**src/rtl/lost_pkg.sv**
```systemverilog
// Shared definitions for the signal-transition logger: event word layout and arming length.
// Event word layout, LSB first: changed[NCH], level[NCH], timestamp[TSW].
package lost_pkg;

  localparam int ARM_CYCLES  = 3;
  localparam int EVT_CHG_LSB = 0;

  function automatic int EVT_LVL_LSB(input int nch);
    return nch;
  endfunction

  function automatic int EVT_TS_LSB(input int nch);
    return 2 * nch;
  endfunction

  function automatic int EVT_W(input int nch, input int tsw);
    return tsw + 2 * nch;
  endfunction

endpackage

```
**src/rtl/evt_fifo.sv**
```systemverilog
// First-word-fall-through event FIFO; a write into a full FIFO is accepted when a read retires the head in the same cycle.
module evt_fifo #(
  parameter int WIDTH = 8,
  parameter int DEPTH = 8
) (
  input  logic             clk,
  input  logic             rst,
  input  logic             wr_en,
  input  logic [WIDTH-1:0] wr_data,
  output logic             wr_accept,
  input  logic             rd_en,
  output logic [WIDTH-1:0] rd_data,
  output logic             rd_accept,
  output logic             full,
  output logic             empty
);

  localparam int AW = $clog2(DEPTH);

  logic [WIDTH-1:0] mem [DEPTH];
  logic [AW:0]      wr_ptr;
  logic [AW:0]      rd_ptr;

  // Pointers carry one extra wrap bit to tell full from empty.
  assign empty     = (wr_ptr == rd_ptr);
  assign full      = (wr_ptr[AW] != rd_ptr[AW]) && (wr_ptr[AW-1:0] == rd_ptr[AW-1:0]);
  assign rd_accept = rd_en && !empty;
  assign wr_accept = wr_en && (!full || rd_accept);
  assign rd_data   = mem[rd_ptr[AW-1:0]];

  always_ff @(posedge clk or posedge rst) begin
    if (rst) begin
      wr_ptr <= '0;
      rd_ptr <= '0;
    end else begin
      if (wr_accept) wr_ptr <= wr_ptr + 1'b1;
      if (rd_accept) rd_ptr <= rd_ptr + 1'b1;
    end
  end

  always_ff @(posedge clk) begin
    if (wr_accept) mem[wr_ptr[AW-1:0]] <= wr_data;
  end

endmodule

```
**src/rtl/transition_capture.sv**
```systemverilog
// Capture front end: synchronises the monitored lines, timestamps level changes and wrap markers,
// queues them in an event FIFO and mirrors FIFO occupancy on the up/down strobes.
module transition_capture
  import lost_pkg::*;
#(
  parameter int NCH   = 4,
  parameter int TSW   = 24,
  parameter int DEPTH = 8
) (
  input  logic                 clk,
  input  logic                 rst,
  input  logic [NCH-1:0]       sig_in,
  output logic                 evt_valid,
  input  logic                 evt_ready,
  output logic [TSW+2*NCH-1:0] evt_data,
  output logic                 up,
  output logic                 down,
  output logic                 overflow,
  input  logic                 ovf_clr
);

  localparam int W       = EVT_W(NCH, TSW);
  localparam int TS_LSB  = EVT_TS_LSB(NCH);
  localparam int LVL_LSB = EVT_LVL_LSB(NCH);

  logic [NCH-1:0] s1;
  logic [NCH-1:0] s2;
  logic [NCH-1:0] prev;
  logic [TSW-1:0] ts;
  logic [1:0]     arm_cnt;

  logic [NCH-1:0] changed;
  logic           armed;
  logic           evt_gen;
  logic [W-1:0]   evt_word;
  logic [W-1:0]   fifo_dout;
  logic           enq;
  logic           deq;
  logic           fifo_full;
  logic           fifo_empty;
  logic           drop;

  // prev tracks s2 even while disarmed, so lines already high at reset never look like edges.
  always_ff @(posedge clk or posedge rst) begin
    if (rst) begin
      s1      <= '0;
      s2      <= '0;
      prev    <= '0;
      ts      <= '0;
      arm_cnt <= 2'(ARM_CYCLES);
    end else begin
      s1   <= sig_in;
      s2   <= s1;
      prev <= s2;
      ts   <= ts + 1'b1;
      if (arm_cnt != 2'd0) arm_cnt <= arm_cnt - 2'd1;
    end
  end

  assign changed = s2 ^ prev;
  assign armed   = (arm_cnt == 2'd0);
  // A transition in the all-ones cycle doubles as the wrap indication, so one word covers both.
  assign evt_gen = armed && ((changed != '0) || (&ts));

  always_comb begin
    evt_word                         = '0;
    evt_word[TS_LSB +: TSW]          = ts;
    evt_word[LVL_LSB +: NCH]         = s2;
    evt_word[EVT_CHG_LSB +: NCH]     = changed;
  end

  evt_fifo #(
    .WIDTH (W),
    .DEPTH (DEPTH)
  ) u_evt_fifo (
    .clk       (clk),
    .rst       (rst),
    .wr_en     (evt_gen),
    .wr_data   (evt_word),
    .wr_accept (enq),
    .rd_en     (evt_ready),
    .rd_data   (fifo_dout),
    .rd_accept (deq),
    .full      (fifo_full),
    .empty     (fifo_empty)
  );

  assign drop      = evt_gen && fifo_full && !deq;
  assign evt_valid = !fifo_empty;
  assign evt_data  = evt_valid ? fifo_dout : '0;

  // Strobes never overlap: a simultaneous enqueue and dequeue leaves occupancy unchanged.
  always_ff @(posedge clk or posedge rst) begin
    if (rst) begin
      up       <= 1'b0;
      down     <= 1'b0;
      overflow <= 1'b0;
    end else begin
      up   <= enq && !deq;
      down <= deq && !enq;
      if (drop)         overflow <= 1'b1;
      else if (ovf_clr) overflow <= 1'b0;
    end
  end

endmodule

```
**config.mk**
```make
export PLATFORM = sky130hd
export DESIGN_NAME = transition_capture
export DESIGN_NICKNAME = d
export VERILOG_FILES = /design/src/rtl/lost_pkg.sv /design/src/rtl/evt_fifo.sv /design/src/rtl/transition_capture.sv
export SDC_FILE = /design/constraint.sdc
export NUM_CORES = 1
export LEC_CHECK = 0
export ABC_CLOCK_PERIOD_IN_PS = 6000
export CORE_ASPECT_RATIO = 1.1
export CORE_MARGIN = 3
export CORE_UTILIZATION = 36
export DETAILED_ROUTE_END_ITERATION = 10
export SYNTH_ARGS = -nofsm -noshare
export SYNTH_HDL_FRONTEND = slang
export SYNTH_HIERARCHICAL = 1
export SYNTH_SLANG_ARGS = --single-unit
```
**constraint.sdc**
```tcl
create_clock -name clk -period 6 [get_ports clk]
set_input_delay 1.2 -clock clk [delete_from_list [all_inputs] [get_ports clk]]
set_output_delay 1.2 -clock clk [all_outputs]
set_load 0.02 [all_outputs]
```
Word level (Yosys, flattened, before mapping)
Memories as Yosys holds them, arrays and structs flattened.
Cells that the tools add are included.
{ "word_totals": {"ff_bits": 49, "mem_bits_rw": 256, "inputBits": 8, "output_inout_bits": 36, "wordCells": 43, "mem_count": 1} }
{ "memory_table": {"columns": ["memory", "words", "word_bits", "read_ports", "rd_clocked_by_memory_dff", "wr", "line", "text"], "rows": [
  ["u_evt_fifo.mem", 8, 32, 1, 0, 1, "evt_fifo.sv:20", "logic [WIDTH-1:0] mem [DEPTH];"]
]} }
{ "op_classes": {"add_sub_neg": 4, "eq_ne": 3, "n_mux": 5, "bitwise": 1, "reduce_logical": 19} }
{ "ops": {"columns": ["cell", "n"], "rows": [
  ["32-bit two-way mux", 1],
  ["24-bit by 1-bit adder with 24-bit output, second input constant", 1],
  ["24-bit AND reduction", 1],
  ["4-bit by 1-bit adder with 4-bit output, second input constant", 2],
  ["1-bit logical AND", 8],
  ["4-bit == test", 1],
  ["1-bit logical NOT", 4],
  ["1-bit two-way mux", 4],
  ["2-bit nonzero test", 2],
  ["4-bit nonzero test", 1],
  ["4-bit XOR", 1],
  ["3-bit == test", 1],
  ["2-bit logical NOT", 1],
  ["1-bit logical OR", 2],
  ["2-bit by 1-bit subtractor with 2-bit output, second input constant", 1],
  ["1-bit != test", 1]
]} }

Longest topological paths before layout
{ "logic_depth": {"ltp_word": 7, "depth_mapped": 8, "mapped_depth_nobuf": 7} }

Hierarchy
Netlist, hierarchy kept.
{ "by_module_without_submodules": {"columns": ["module", "n_inst", "cells_per_inst", "area_each_um2"], "rows": [
  ["evt_fifo", 1, 430, 10213.5],
  ["transition_capture", 1, 159, 1829.3]
]} }

Worst setup path after synthesis
No wires, ideal clock.
{ "synth_timing": {"path_kind": "reg2reg", "startpoint": "register ts[9]", "endpoint": "memory u_evt_fifo/mem[3][0] (netlist bit) (enable)", "arrival_ns": 5.084, "required_time_ns": 5.487, "path_slack_ns": 0.403, "stages_incl_launch_ff": 7, "path_buffers": 0, "cell_sequence": "dfrtp_1 > nand3_2 > nor4_4 > nand4_1 > a21boi_1 > nand2_1 > nor4b_1"} }
{ "synth_via": {"elab_chain_cells": 6} }
{ "synth_lines": {"columns": ["element", "line", "text"], "rows": [
  ["start, declared", "transition_capture.sv:29", "logic [TSW-1:0] ts;"],
  ["start signal, assigned", "transition_capture.sv:55", "ts <= ts + 1'b1;"],
  ["24-bit AND reduction", "transition_capture.sv:63", "assign evt_gen = armed && ((changed != '0) || (&ts));"],
  ["1-bit logical OR", "transition_capture.sv:63", null],
  ["1-bit logical AND", "transition_capture.sv:63", null],
  ["named net evt_gen", "transition_capture.sv:34", "logic evt_gen;"],
  ["1-bit logical AND", "evt_fifo.sv:28", "assign wr_accept = wr_en && (!full || rd_accept);"],
  ["1-bit two-way mux", "evt_fifo.sv:42", "if (wr_accept) mem[wr_ptr[AW-1:0]] <= wr_data;"],
  ["1-bit two-way mux (implied by the code)", "evt_fifo.sv:42", null],
  ["end, declared", "evt_fifo.sv:20", null]
]} }
The timed path passes the listed nets, and every way through them passes these cells.

Final worst setup path
{ "layout_timing": {"startpoint": "register u_evt_fifo.rd_ptr[0]", "endpoint": "output evt_data[2]"} }
{ "layout_via": {"elab_chain_cells": 2, "elab_cells_between_ends": 3} }
{ "layout_lines": {"columns": ["element", "line", "text"], "rows": [
  ["start, declared", "evt_fifo.sv:22", "logic [AW:0] rd_ptr;"],
  ["start signal, assigned", "evt_fifo.sv:37", "if (rd_accept) rd_ptr <= rd_ptr + 1'b1;"],
  ["memory read 8 x 32 bit", null, null],
  ["named net fifo_dout[2]", "transition_capture.sv:36", "logic [W-1:0] fifo_dout;"],
  ["32-bit two-way mux", "transition_capture.sv:90", "assign evt_data = evt_valid ? fifo_dout : '0;"],
  ["end, declared", "transition_capture.sv:15", "output logic [TSW+2*NCH-1:0] evt_data,"]
]} }
The timed path passes the listed nets, and every way through them passes these cells.

==> run_results.csv <==
group,metric,value,unit
worst_setup_path,rrSetupSlack,2140,ps
yosys,ys_types,45,
detailed_routing,drt-total-wl,23.8,mm
worst_setup_path,r2r-start,"ts[5]",
timing,tightest_slew,999,ps
floorplan,core-area,32600,sq um
yosys,syn_avg_cell_area,20.4,sq um
power,ir_worst_vdd,0.232,mV
grt,grt_pass1_wl,37.2,mm
worst_hold_path,hold_depth,0,
detailed_routing,ant_nets,0,
yosys,synth-edff-count,256,
worst_hold_path,min_path_type,"reg -> reg",
power,static-leakage-power,4.85,nW
worst_setup_path,rr_worst_depth,7,
worst_setup_path,rr_endpoint,"u_evt_fifo/mem[7][17]",
yosys,ys.flop_type,"edfxtp_1",
detailed_routing,drc,0,
timing,relSlewSlack,33.3,%
floorplan,die_area,35700,sq um
worst_setup_path,worst_ep_required_time,4800,ps
detailed_routing,vias,5644,
clocking,clock_sinks,305,
clocking,clk_pin_slew,60,ps
yosys,synthMuxAreaShare,15.5,%
timing,setup_viol,0,
run,max-cap-violations,0,
timing,hold_violations,0,
detailed_routing,routedWlPerCell,21.6,um
detailed_routing,drt_iter0_drc,344,
yosys,synth-seq-area-share,74.0,%
grt,grt_overflow,0,
clocking,cts_root_buf,"clkbuf_16",
worst_hold_path,holdPathEnd,"s2[3]",
clocking,cts_buffers,30,
grt,antenna_found_initial,0,
yosys,ys_warn_count,6,
placement,numPortBuffers,43,
placement,gp_congestion,0.681,
yosys,synth_compound_area_share,0.665,%
placement,pre_cts_ws,1510,ps
yosys,synth_xor_area_share,2.62,%
power,finalPower,7.82,mW
finish,drive_above_1_share,26.0,%
timing,holdWs,348,ps
floorplan,rows,69,
timing,max_freq,202,MHz
worst_hold_path,worstHoldStart,"s1[3]",
power,power_density,555,nW/um^2
finish,antenna_cells,0,
clocking,cts_max_level,1,
grt,grt_start_max_net_pins,68,
timing,fin_crit,4960,ps
floorplan,die_h,198,um
timing,finalWorstSetupSlack,1040,ps
worst_setup_path,crit_path_end_kind,"primary output",
timing,rsz0062_at_grt,"false",
clocking,cts_setup_buffers,0,
worst_setup_path,cp_max_fo,45,
worst_setup_path,path_class,"reg -> out",
clocking,ctsHoldBuffers,0,
yosys,synthSimpleGateAreaFrac,4.89,%
timing,tns,0,ps
finish,finish.utilization,43.1,%
clocking,cts.path.max_buffers,3,
finish,fin_nets,666,
yosys,synth-async-reset-ratio,16.1,%
grt,grt_pass1_vias,6143,
yosys,synth.net_count,601,
timing,finalCritPeriodShare,82.6,%
finish,area_growth,16.9,%
detailed_routing,drtPass1Iterations,6,
timing,skew,19.9,ps
floorplan,start_util,36.9,%
floorplan,io_pins,44,
timing,drv_slew,0,
worst_setup_path,start_kind,"flop",
yosys,ys_ff_latch,305,
yosys,syn_area,12000,sq um
floorplan,die_w,180,um
yosys,synth_adder_area_share,0.416,%
clocking,cts_tree,"built",
grt,track_usage,13.5,%
finish,final_common_cell,"edfxtp_1",
yosys,synth_top_family_by_area,"multiplexers",
placement,dpl.hpwl,13.4,mm
run_status,outcome,"finished clean",
clocking,cts_resized,0,
yosys,synthCells,589,
detailed_routing,vias_per_cell,5.11,
clocking,worstSkewPairLatency,550,ps
finish,mostFrequentLayoutCells,"edfxtp_1 (256), mux4_2 (56), dfrtp_1 (45)",
finish,nFillCells,2829,
worst_setup_path,crit_arrival,3760,ps
-- cell type report --
cell class / instances / area, sq um / area share (%)
flip-flops and latches: 305 / 8920 / 63.4
multi-input cells: 246 / 2960 / 21.0
clock buffers: 38 / 811 / 5.76
repair buffers: 60 / 558 / 3.96
well taps: 426 / 533 / 3.79
clock inverters: 18 / 258 / 1.83
inverters: 11 / 41.3 / 0.293
-- registers in the layout, summed over array words and instances, names as in the netlist --
signal	count
down	1
overflow	1
ts	24
u_evt_fifo/wr_ptr	4
arm_cnt	2
u_evt_fifo/rd_ptr	4
up	1
u_evt_fifo/mem	256
s2	4
s1	4
prev	4
-- cells by family (layout without fill, tap and decap cells) --
logic type | Yosys count | in the layout
AOI/OAI and AO/OA | 10 | 10
xor gates and xnor gates | 36 | 36
adders and majority gates | 4 | 4
buffers and inverters | 38 | 127
DFF | 305 | 305
muxes | 99 | 99
and+or+nand+nor | 97 | 97
-- Yosys cell counts (all sizes together), types with 2 or more instances --
cell,count,area (sq um)
o31ai,2,20.0
and3,5,32.5
mux2,34,383
ha,4,50.1
nor4,4,40.0
dfrtp,47,1180
nand2,12,45.0
nor2,10,37.5
nand3,9,50.1
buf,17,149
dfstp,2,52.6
xor2,12,105
o311ai,3,26.3
and4,2,17.5
nand4,9,62.6
xnor2,24,210
nand3b,2,15.0
nor3,5,35.0
mux4,64,1470
inv,11,41.3
clkbuf,10,37.5
nor2b,34,213
edfxtp,256,7690
-- worst max-delay path: stages, from the launching register on --
cell,delay (ps)
dfrtp_4,720
buf_4,810
mux4_1,680
mux2_2,280
nor2b_1,130
clkdlybuf4s50_1,570
-- worst max path at each step --
stage / startpoint / end / slack (ps)
5_1_grt: u_evt_fifo/rd_ptr[0] / evt_data[2] / 760
6_report: u_evt_fifo/rd_ptr[0] / evt_data[2] / 1040
2_1_floorplan: ts[9] / u_evt_fifo/mem[3][0] / 400
3_5_place_dp: u_evt_fifo/rd_ptr[0] / evt_data[2] / 1510
3_3_place_gp: u_evt_fifo/rd_ptr[0] / evt_data[13] / 1560
4_1_cts: u_evt_fifo/rd_ptr[0] / evt_data[2] / 920
-- where the power goes --
| group | leakage, nW | internal, mW | switching (mW) |
|---|---|---|---|
| combinational | 1.28 | 1.33 | 1.48 |
| sequential | 3.04 | 2.84 | 0.185 |
| clock | 0.522 | 1.22 | 0.769 |
-- layer usage --
metal  vias to the layer above  part of all wire (%)  global-route usage, %
li1                       2477                     -                      -
met1                      3005                    42                   17.2
met2                       118                    52                   24.2
met3                        44                   3.7                   1.97
met4                         0                   2.3                   4.07
met5                         -                     0                      0
-- metrics by stage --
step           cells  cell area (sq um)
4_1_cts         1104              14100
3_3_place_gp    1048              13000
3_5_place_dp    1048              13000
5_1_grt         1104              14100
6_report        1104              14100
2_1_floorplan    589              12000
No activity file was read; power rests on OpenSTA's default activity.
